## config.mk

```make
export PLATFORM = sky130hd
export DESIGN_NAME = calc_scheduler
export DESIGN_NICKNAME = d
export VERILOG_FILES = /design/src/rtl/calc_scheduler_pkg.sv /design/src/rtl/calc_scheduler_calculadora.sv /design/src/rtl/calc_scheduler.sv
export SDC_FILE = /design/constraint.sdc
export NUM_CORES = 1
export LEC_CHECK = 0
export ABC_CLOCK_PERIOD_IN_PS = 4370
export CORE_ASPECT_RATIO = 0.75
export CORE_MARGIN = 2
export CORE_UTILIZATION = 40
export DETAILED_ROUTE_END_ITERATION = 6
export PLACE_DENSITY = 0.63
export RECOVER_POWER = 50
export SKIP_LAST_GASP = 1
export SYNTH_ARGS = -nofsm -noshare
export SYNTH_HDL_FRONTEND = slang
export SYNTH_SLANG_ARGS = --single-unit
```

## constraint.sdc

```tcl
create_clock -name clk -period 4.37 [get_ports clk]
set_input_delay 1.0925 -clock clk [delete_from_list [all_inputs] [get_ports clk]]
set_output_delay 1.0925 -clock clk [all_outputs]
set_load 0.02 [all_outputs]
```

## src/rtl/calc_scheduler_pkg.sv

```systemverilog
// Shared definitions for the calculator scheduler: widths, opcodes, FSM encoding.
package calc_scheduler_pkg;

    localparam int W_OPD = 7;
    localparam int W_RES = 2 * W_OPD;

    localparam logic [1:0] OP_ESP  = 2'd0;
    localparam logic [1:0] OP_SUM  = 2'd1;
    localparam logic [1:0] OP_SUB  = 2'd2;
    localparam logic [1:0] OP_MULT = 2'd3;

    typedef enum logic [1:0] {
        IDLE = 2'd0,
        EXEC = 2'd1,
        DONE = 2'd2
    } state_t;

endpackage

```

## src/rtl/calc_scheduler_calculadora.sv

```systemverilog
// Combinational arithmetic datapath: sum, absolute difference with sign, multiply, idle.
module calculadora
    import calc_scheduler_pkg::*;
#(
    parameter int W_OPD = calc_scheduler_pkg::W_OPD,
    parameter int W_RES = calc_scheduler_pkg::W_RES
) (
    input  logic [W_OPD-1:0] x,
    input  logic [W_OPD-1:0] y,
    input  logic [1:0]       op,
    output logic [W_RES-1:0] result,
    output logic             signal
);

    // |a - b| computed in signed arithmetic one bit wider than the operands
    function automatic logic [W_RES-1:0] abs_diff(input logic [W_OPD-1:0] a,
                                                  input logic [W_OPD-1:0] b);
        logic signed [W_OPD:0] d;
        logic        [W_OPD:0] m;
        d = $signed({1'b0, a}) - $signed({1'b0, b});
        m = (d < 0) ? $unsigned(-d) : $unsigned(d);
        return {{(W_RES-W_OPD-1){1'b0}}, m};
    endfunction

    logic [W_RES-1:0] xe;
    logic [W_RES-1:0] ye;

    assign xe = {{(W_RES-W_OPD){1'b0}}, x};
    assign ye = {{(W_RES-W_OPD){1'b0}}, y};

    // Opcode decode; operand ranges guarantee no result overflow
    always_comb begin
        result = '0;
        signal = 1'b0;
        case (op)
            OP_SUM:  result = xe + ye;
            OP_SUB: begin
                result = abs_diff(x, y);
                signal = (y > x);
            end
            OP_MULT: result = xe * ye;
            default: result = '0;
        endcase
    end

endmodule

```

## src/rtl/calc_scheduler.sv

```systemverilog
// Round-robin scheduler sharing one calculadora between two requesters.
module calc_scheduler
    import calc_scheduler_pkg::*;
#(
    parameter int W_OPD = calc_scheduler_pkg::W_OPD,
    parameter int W_RES = calc_scheduler_pkg::W_RES
) (
    input  logic             clk,
    input  logic             rst_n,
    input  logic             req0,
    input  logic [W_OPD-1:0] x0,
    input  logic [W_OPD-1:0] y0,
    input  logic [1:0]       op0,
    input  logic             req1,
    input  logic [W_OPD-1:0] x1,
    input  logic [W_OPD-1:0] y1,
    input  logic [1:0]       op1,
    output logic             gnt0,
    output logic             gnt1,
    output logic             done0,
    output logic             done1,
    output logic [W_RES-1:0] result,
    output logic             signal,
    output logic             result_id,
    output logic             busy
);

    state_t           state;
    logic [W_OPD-1:0] x_q;
    logic [W_OPD-1:0] y_q;
    logic [1:0]       op_q;
    logic             owner_q;
    logic             ptr_q;     // 0 favours requester 0, 1 favours requester 1

    logic             any_req;
    logic             win;
    logic [1:0]       dp_op;
    logic [W_RES-1:0] dp_result;
    logic             dp_signal;

    // Arbitration: a lone requester wins, a tie goes to the favoured one
    always_comb begin
        any_req = req0 | req1;
        win     = 1'b0;
        if (req0 && req1)
            win = ptr_q;
        else
            win = req1;
    end

    // The datapath only sees a real opcode while executing; otherwise it idles
    assign dp_op = (state == EXEC) ? op_q : OP_ESP;

    calculadora #(
        .W_OPD (W_OPD),
        .W_RES (W_RES)
    ) u_calc (
        .x      (x_q),
        .y      (y_q),
        .op     (dp_op),
        .result (dp_result),
        .signal (dp_signal)
    );

    // Control FSM with registered handshake, result and busy outputs
    always_ff @(posedge clk or negedge rst_n) begin
        if (!rst_n) begin
            state     <= IDLE;
            x_q       <= '0;
            y_q       <= '0;
            op_q      <= OP_ESP;
            owner_q   <= 1'b0;
            ptr_q     <= 1'b0;
            gnt0      <= 1'b0;
            gnt1      <= 1'b0;
            done0     <= 1'b0;
            done1     <= 1'b0;
            result    <= '0;
            signal    <= 1'b0;
            result_id <= 1'b0;
            busy      <= 1'b0;
        end else begin
            gnt0  <= 1'b0;
            gnt1  <= 1'b0;
            done0 <= 1'b0;
            done1 <= 1'b0;
            case (state)
                IDLE: begin
                    if (any_req) begin
                        x_q     <= win ? x1  : x0;
                        y_q     <= win ? y1  : y0;
                        op_q    <= win ? op1 : op0;
                        owner_q <= win;
                        ptr_q   <= ~win;
                        gnt0    <= ~win;
                        gnt1    <= win;
                        state   <= EXEC;
                        busy    <= 1'b1;
                    end
                end
                EXEC: begin
                    result    <= dp_result;
                    signal    <= dp_signal;
                    result_id <= owner_q;
                    done0     <= ~owner_q;
                    done1     <= owner_q;
                    state     <= DONE;
                    busy      <= 1'b1;
                end
                DONE: begin
                    state <= IDLE;
                    busy  <= 1'b0;
                end
                default: begin
                    state <= IDLE;
                    busy  <= 1'b0;
                end
            endcase
        end
    end

endmodule
```

Word level (Yosys, flattened, before mapping):

Cells that the tools add are included.

* word-level logic and storage cells: 49
* bits in registers: 41
* output and inout port bits: 21
* bits of input ports: 36

* order comparisons: 2
* $add $sub $neg: 3
* bitwise gates (word level): 3
* multiply operators: 1
* reductions and logical operators: 3
* multiplexer cells: 18
* equality and inequality tests: 5

Operators by type and width (number)
* $pmux 14 s3: 1
* $mul 7x7->14: 1
* $mux 7: 2
* $mux 1: 9
* $add 7x7->8: 1
* $lt 8x1->1 const B: 1
* $mux 8: 1
* $neg 8->8: 1
* $sub 7x7->8: 1
* $gt 7x7->1: 1
* $mux 2: 3
* $eq 2x1->1 const B: 2
* $eq 2x2->1 const B: 2
* $pmux 2 s2: 1
* $logic_not 2->1: 1
* $ne 2x2->1 const B: 1
* $not 1->1: 2
* $pmux 1 s2: 1
* $reduce_and 2->1: 1
* $logic_and 1x1->1: 1
* $or 1x1->1: 1

Longest topological paths before layout:

Gate-level depths: netlist (run 1).

* depth in word-level cells: 5
* gate-level depth with buffers: 17
* gate-level depth less buffers: 17

Modules after synthesis:

From an unflattened synthesis (run 1), not the netlist that was laid out.

* cell total of the unflattened synthesis: 503
* area total of the unflattened synthesis: 4415.5 um2

Modules (own cells, without submodules)
* calculadora: cells each 318, area each 2580.0 um2, seq. area each 0.0 um2, times used 1
* calc_scheduler: cells each 185, area each 1835.5 um2, seq. area each 1026.0 um2, times used 1

Worst setup path before layout (run 1):

Ideal clock, no wire load.

* path kind: flip-flop to flip-flop
* from: register y_q[3]
* to: register result[13]
* arrival: 4.186 ns
* required time: 4.240 ns
* path slack: 0.054 ns
* period minus slack after synthesis: 4.316 ns
* stages on the path, launching flop included: 17
* setup time: 0.130 ns
* path buffers: 0
* path through: dfrtp_1 > ha_1 > fa_1 > inv_1 > fa_1 > inv_1 > fa_1 > inv_1 > fa_1 > inv_1 > ha_1 > o21ai_0 > nand2b_1 > a31o_2 > a311oi_1 > xnor2_1 > o21ai_1

* cells in the longest elaborated chain, start to end: 2

Ends and longest elaborated chain
* start: declaration: line calc_scheduler.sv:30 `logic [W_OPD-1:0] y_q;`
* start signal: assignment: line calc_scheduler.sv:91 `y_q <= win ? y1 : y0;`
* $mul 7x7->14: line calc_scheduler_calculadora.sv:41 `OP_MULT: result = xe * ye;`
* $pmux 14 s3: line calc_scheduler_calculadora.sv:35 `case (op)`
* end signal: assignment: line calc_scheduler.sv:102 `result <= dp_result;`
* end: declaration: line calc_scheduler.sv:22 `output logic [W_RES-1:0] result,`

No other way between the ends.
A chain may end at the register's enable or synchronous reset.

Worst setup path after layout (run 1):

* from: register y_q[2]
* to: register result[13]

The elaborated chain is that of the path after synthesis.

==> impl_metrics.csv, run 1 <==
group,metric,value,unit
route,viasPerCell,5.17,
synth,async_flop_share,100,%
clock_network,cts_buffer_depth,2,
synth,synth_edf_count,0,
critical_path,slowest_delay,480,ps
route,antenna_left,0,
sta,final_max_slew_viol_count,42,
placement,port_buffers,56,
sta,min_period,4190,ps
route,wirelength,9740,µm
critical_path,crit_family,"adder cells",
grt,grt.total_usage,19.2,%
final_layout,synthToLayoutAreaGrowth,26.0,%
die,boundaryPins,57,
critical_path,worst_ep_arrival_time,4340,ps
placement,detailed_place_hpwl,7840,µm
die,fp.coreArea,9620,µm²
die,rows,31,
clock_network,cts.sinks,41,
sta,finalSetupTns,0,ps
critical_path,path_class,"reg2reg",
clock_network,htree_num_levels,2,
final_layout,final_util,51.7,%
clock_network,cts_buffers,5,
critical_path,r2r-end,"result[13]$_DFFE_PN0P_",
worst_hold_path,whs_path_depth,1,
synth,synthCells,424,
die,dieHeight,90.0,µm
critical_path,worstSetupEndpointType,"register",
synth,ys_ff_latch,41,
critical_path,path_cells,"buf_4 -> ha_1 -> fa_1 -> ha_1 -> ha_1 -> fa_1 -> ha_1 -> a21oi_1 -> o21ai_1 -> a31o_2 -> a311oi_2 -> xnor2_1 -> o21ai_1",
route,post_drt_wl_per_cell,15.6,µm
sta,worst_slack,184,ps
grt,grt_max_degree,42,
clock_network,clk_latency,280,ps
clock_network,cts_tree,"done",
final_layout,num-nets-final,602,
sta,skew,5.62,ps
final_layout,mostFrequentLayoutCells,"62 x inv_1, 51 x clkdlybuf4s50_1, 45 x ha_1",
synth,ys_seq_area_share,26.0,%
critical_path,worst-path-max-fanout,7,
route,drc,0,
route,via_count,3237,
outcome,failed_checks,"capacitance limit, slew limit",
sta,setup_viol,0,
worst_hold_path,min_path_type,"reg2reg",
critical_path,rr_startpoint,"y_q[2]$_DFFE_PN0P_",
critical_path,cp_common_cell,"ha_1",
synth,synth_top_area_share,26.0,%
placement,dpl_cell_area,4740,µm²
final_layout,drive_above_1_share,8.30,%
critical_path,required,4520,ps
synth,syn_area,3950,µm²
final_layout,final_cell_area,4970,µm²
die,start_util,41.0,%
grt,grt.overflow.total,0,
synth,synthFlopType,"dfrtp_1",
placement,place_ws,-5.92,ps
critical_path,rrSetupSlack,180,ps
critical_path,slowest_stage,"fa_1",
outcome,status,"complete, but fails checks",
sta,period_share,95.8,%
die,die_w,119,µm
job,max_cap_viol_count,1,
clock_network,cts_root_buf,"clkbuf_16",
final_layout,layout_commonest_cell,"inv_1",
critical_path,worstPathBufferInverterCount,1,
clock_network,cts_hold_buf,0,
synth,avgSynthCellArea,9.31,µm²
synth,yosys-top-cells-area,"dfrtp_1 26%, ha_1 15%, fa_1 13%, inv_1 5.8%, and2_1 4.4%",
sta,worst_pin_slew,2110,ps
grt,antenna_found_initial,0,
die,fp.dieArea,10700,µm²
synth,synth_warnings,0,
synth,synth_top_cell_by_area,"dfrtp_1",
route,drt_iter0_drc,238,
synth,syn-num-nets,533,
critical_path,critPathLaunchType,"register",
sta,hold_viol_final,0,
synth,synth_cell_types,52,
route,dr.pass1.iters,4,
sta,slew_headroom,-40.8,%
worst_hold_path,worstHoldStart,"result_id$_DFFE_PN0P_",
grt,grt_pass1_vias,3257,
final_layout,n_antenna_cell,0,
placement,place.gp.congestion,0.884,
clock_network,clk_pin_slew_worst_paths,60,ps
grt,grt_pass1_wl,16600,µm
sta,fmax,239,MHz
worst_hold_path,hold_end,"result_id$_DFFE_PN0P_",
critical_path,r2r.worst_path.cells,13,
==> flip-flops by register name, summed over array words and instances (netlist names) <==
signal	cells
done1	1
busy	1
owner_q	1
x_q	7
gnt1	1
done0	1
op_q	2
y_q	7
result	14
result_id	1
ptr_q	1
signal	1
state	2
gnt0	1
==> how the worst max path moves through the flow <==
| stage | startpoint | end | slack [ps] | cells after the start |
|---|---|---|---|---|
| after floorplan | y_q[3]$_DFFE_PN0P_ | result[13]$_DFFE_PN0P_ | 50 | 16 |
| after CTS | y_q[3]$_DFFE_PN0P_ | result[13]$_DFFE_PN0P_ | 30 | 16 |
| after detailed placement | y_q[3]$_DFFE_PN0P_ | result[13]$_DFFE_PN0P_ | -6 | 16 |
| after global placement | y_q[3]$_DFFE_PN0P_ | result[13]$_DFFE_PN0P_ | 40 | 16 |
| final | y_q[2]$_DFFE_PN0P_ | result[13]$_DFFE_PN0P_ | 180 | 13 |
| after global routing | y_q[2]$_DFFE_PN0P_ | result[13]$_DFFE_PN0P_ | -4 | 13 |
==> area by class of cell <==
class	count	area, µm²
timing repair buffer	73	678
inverter	62	233
sequential	41	1030
multi-input combinational	310	2680
clock inverter	3	65.1
tap	132	165
fill	928	4650
clock buffer	5	125
==> logic make-up (layout without fill, tap and decap cells) <==
kind of cell	after synthesis	in the layout	share of synthesized area [%]
AOI/OAI and AO/OA	90	90	16.2
muxes	4	4	1.01
buffers and inverters	73	143	7.13
and+or+nand+nor	123	123	16.2
xor gates and xnor gates	20	20	5.39
DFF	41	41	26.0
adders and majority gates	73	73	28.1
==> stage by stage <==
stage | std cells | hold slack (ps)
2_1_floorplan | 424 | 418
3_3_place_gp | 617 | 456
3_5_place_dp | 617 | 464
4_1_cts | 625 | 478
5_1_grt | 626 | 504
6_report | 626 | 476
==> what timing repair did <==
item,4_1_cts,5_1_grt
pin swaps,0,9
buffers inserted,0,1
resized for setup,2,10
endpoints found under the setup margin,2,6
==> per-layer routing <==
metal  part of all wire, %  track usage, %  vias to the layer above
li1                      -               -                     1595
met1                    51            29.4                     1533
met2                    42            28.8                       99
met3                   6.2            2.98                       10
met4                  0.76            3.27                        0
met5                     0               0                        -
==> Yosys cell counts (5+ instances only) <==
cell	instances
inv_1	61
ha_1	47
dfrtp_1	41
nand2_1	33
and2_1	28
fa_1	26
a21oi_1	17
nor2_1	17
a222oi_1	16
o21ai_0	16
o21ai_1	10
a21o_1	9
xnor2_1	9
xor2_1	9
nand3_1	8
nor2b_1	7
nor3_1	7
clkbuf_1	6
nand2b_1	5
==> worst reg2reg max path: cells and delay by family (launching register included) <==
kind                     cells  cell delay (ps)
adder cells (fa/ha/maj)      6             2140
AO/OA/AOI/OAI                5             1210
flip-flops                   1              380
buffers and inverters        1              170
XOR/XNOR                     1              150
Power of run 1 is left out: the tool's default activity adds up to more than one toggle a clock period on the data nets, which glitch-free logic cannot reach.
==> run 2, diff against run 1 <==
--- a/config.mk
+++ b/config.mk
@@ -7,10 +7,11 @@
 export LEC_CHECK = 0
 export ABC_CLOCK_PERIOD_IN_PS = 4370
 export CORE_ASPECT_RATIO = 0.75
-export CORE_MARGIN = 2
-export CORE_UTILIZATION = 40
+export CORE_MARGIN = 3
+export CORE_UTILIZATION = 51
+export CTS_CLUSTER_SIZE = 8
 export DETAILED_ROUTE_END_ITERATION = 6
-export PLACE_DENSITY = 0.63
+export PLACE_DENSITY = 0.78
 export RECOVER_POWER = 50
 export SKIP_LAST_GASP = 1
 export SYNTH_ARGS = -nofsm -noshare
==> run 2 against run 1 <==
  * The flow still finishes with violations (capacitance limit, slew limit)
  * Final area decreased by 2.3%
  * Non-clock buffer count unchanged
  * First-iteration DRC count decreased by 3.4%
  * Critical path type unchanged
  * Critical endpoint unchanged
==> impl_metrics.csv, run 2 (same netlist as run 1, synthesis figures left out) <==
group,metric,value,unit
grt,grt_pass1_wl,16700,µm
sta,worst_slack,173,ps
worst_hold_path,min_path_type,"reg2reg",
grt,antenna_found_initial,0,
final_layout,layout_commonest_cell,"inv_1",
sta,worst_pin_slew,2150,ps
final_layout,drive_above_1_share,7.29,%
critical_path,worst-path-max-fanout,4,
critical_path,path_cells,"ha_2 -> fa_1 -> inv_1 -> fa_1 -> inv_1 -> fa_1 -> inv_1 -> fa_1 -> inv_1 -> ha_4 -> nor3_4 -> o21ai_1 -> a31o_2 -> a311oi_2 -> xnor2_1 -> o21ai_1",
die,dieHeight,82.2,µm
final_layout,multi_input_area,2680,µm²
clock_network,clk_latency,310,ps
route,post_drt_wl_per_cell,16.6,µm
die,fp.coreArea,7430,µm²
route,viasPerCell,5.57,
final_layout,register_area,1030,µm²
critical_path,worst_ep_arrival_time,4380,ps
critical_path,slowest_stage,"fa_1",
grt,grt_max_degree,42,
sta,fmax,238,MHz
critical_path,worstSetupEndpointType,"register",
grt,grt.overflow.total,0,
route,drc,0,
clock_network,cts_buffers,5,
clock_network,cts_root_buf,"clkbuf_8",
final_layout,n_antenna_cell,0,
final_layout,num-nets-final,602,
clock_network,clk_pin_slew_worst_paths,90,ps
job,max_cap_viol_count,1,
clock_network,cts_tree,"done",
grt,grt.total_usage,24.3,%
route,via_count,3312,
final_layout,largest_reg_flops,14,
placement,place.gp.congestion,0.879,
final_layout,top_register,"result",
critical_path,critPathLaunchType,"register",
die,fp.dieArea,8840,µm²
clock_network,cts_buffer_depth,2,
die,rows,27,
critical_path,required,4550,ps
placement,place_ws,6.33,ps
critical_path,r2r.worst_path.cells,16,
sta,finalSetupTns,0,ps
worst_hold_path,whs_path_depth,1,
sta,slew_headroom,-43.4,%
sta,skew,8.97,ps
die,boundaryPins,57,
outcome,status,"complete, but fails checks",
sta,min_period,4200,ps
sta,period_share,96.0,%
clock_network,cts.sinks,41,
sta,rsz0062_at_grt,"no",
critical_path,path_class,"reg2reg",
final_layout,fillerInstances,626,
placement,detailed_place_hpwl,7690,µm
final_layout,mostFrequentLayoutCells,"62 x inv_1, 51 x clkdlybuf4s50_1, 45 x ha_1",
die,start_util,53.1,%
placement,port_buffers,56,
outcome,failed_checks,"capacitance limit, slew limit",
route,wirelength,9880,µm
die,die_w,108,µm
final_layout,reg.largest.list,"result (14), x_q (7), y_q (7)",
critical_path,slowest_delay,530,ps
route,drt_iter0_drc,230,
final_layout,synthToLayoutAreaGrowth,23.1,%
sta,hold_ws,476,ps
sta,setup_viol,0,
route,dr.pass1.iters,5,
sta,final_max_slew_viol_count,42,
final_layout,final_util,65.4,%
grt,grt_pass1_vias,3323,
sta,hold_viol_final,0,
clock_network,htree_num_levels,2,
route,antenna_left,0,
[run 2: final timing paths]
path | from | to | slack, ps
max | y_q[3]$_DFFE_PN0P_ | result[13]$_DFFE_PN0P_ | 170
min | result_id$_DFFE_PN0P_ | result_id$_DFFE_PN0P_ | 480
max reg2reg | y_q[3]$_DFFE_PN0P_ | result[13]$_DFFE_PN0P_ | 170
min reg2reg | result_id$_DFFE_PN0P_ | result_id$_DFFE_PN0P_ | 480
max in group asynchronous | rst_n | op_q[1]$_DFFE_PN0P_ | 1730
min in group asynchronous | rst_n | state[0]$_DFFE_PN0P_ | 1410
[run 2: metrics by stage]
stage               instances  cell area, µm²
detailed placement        586            4700
floorplan                 424            3950
global route              595            4860
finish                    595            4860
CTS                       594            4830
global placement          586            4700
[run 2: final cells by class]
cell class	instances	share of cell area [%]
Clock inverter	2	0.772
Multi-Input combinational cell	310	55.1
Sequential cell	41	21.1
Tap cell	101	2.60
Inverter	62	4.79
Timing Repair Buffer	73	14.0
Clock buffer	6	1.70
[run 2: worst max-delay path, delay by kind of cell, from the launching register on]
family,cells,cell delay [ps]
xor gates and xnor gates,1,150
adders and majority gates,6,2420
and+or+nand+nor,1,160
AOI/OAI and AO/OA,4,740
DFF,1,390
buffers and inverters,4,210
[run 2: repair_timing]
action	CTS	global route
cloned	0	0
pin swaps	0	4
hold buffers	0	0
setup buffers	0	1
resized for setup	1	7
setup endpoints to repair	1	3
[run 2: layer usage]
metal | share of wire (%) | track usage [%] | vias to the layer above
met2 | 44 | 38.3 | 131
met1 | 47 | 34.4 | 1576
met4 | 1.2 | 5.67 | 0
li1 | - | - | 1591
met3 | 7.6 | 5.44 | 14
met5 | 0 | 0 | -
Power of run 2 is left out for the same reason.
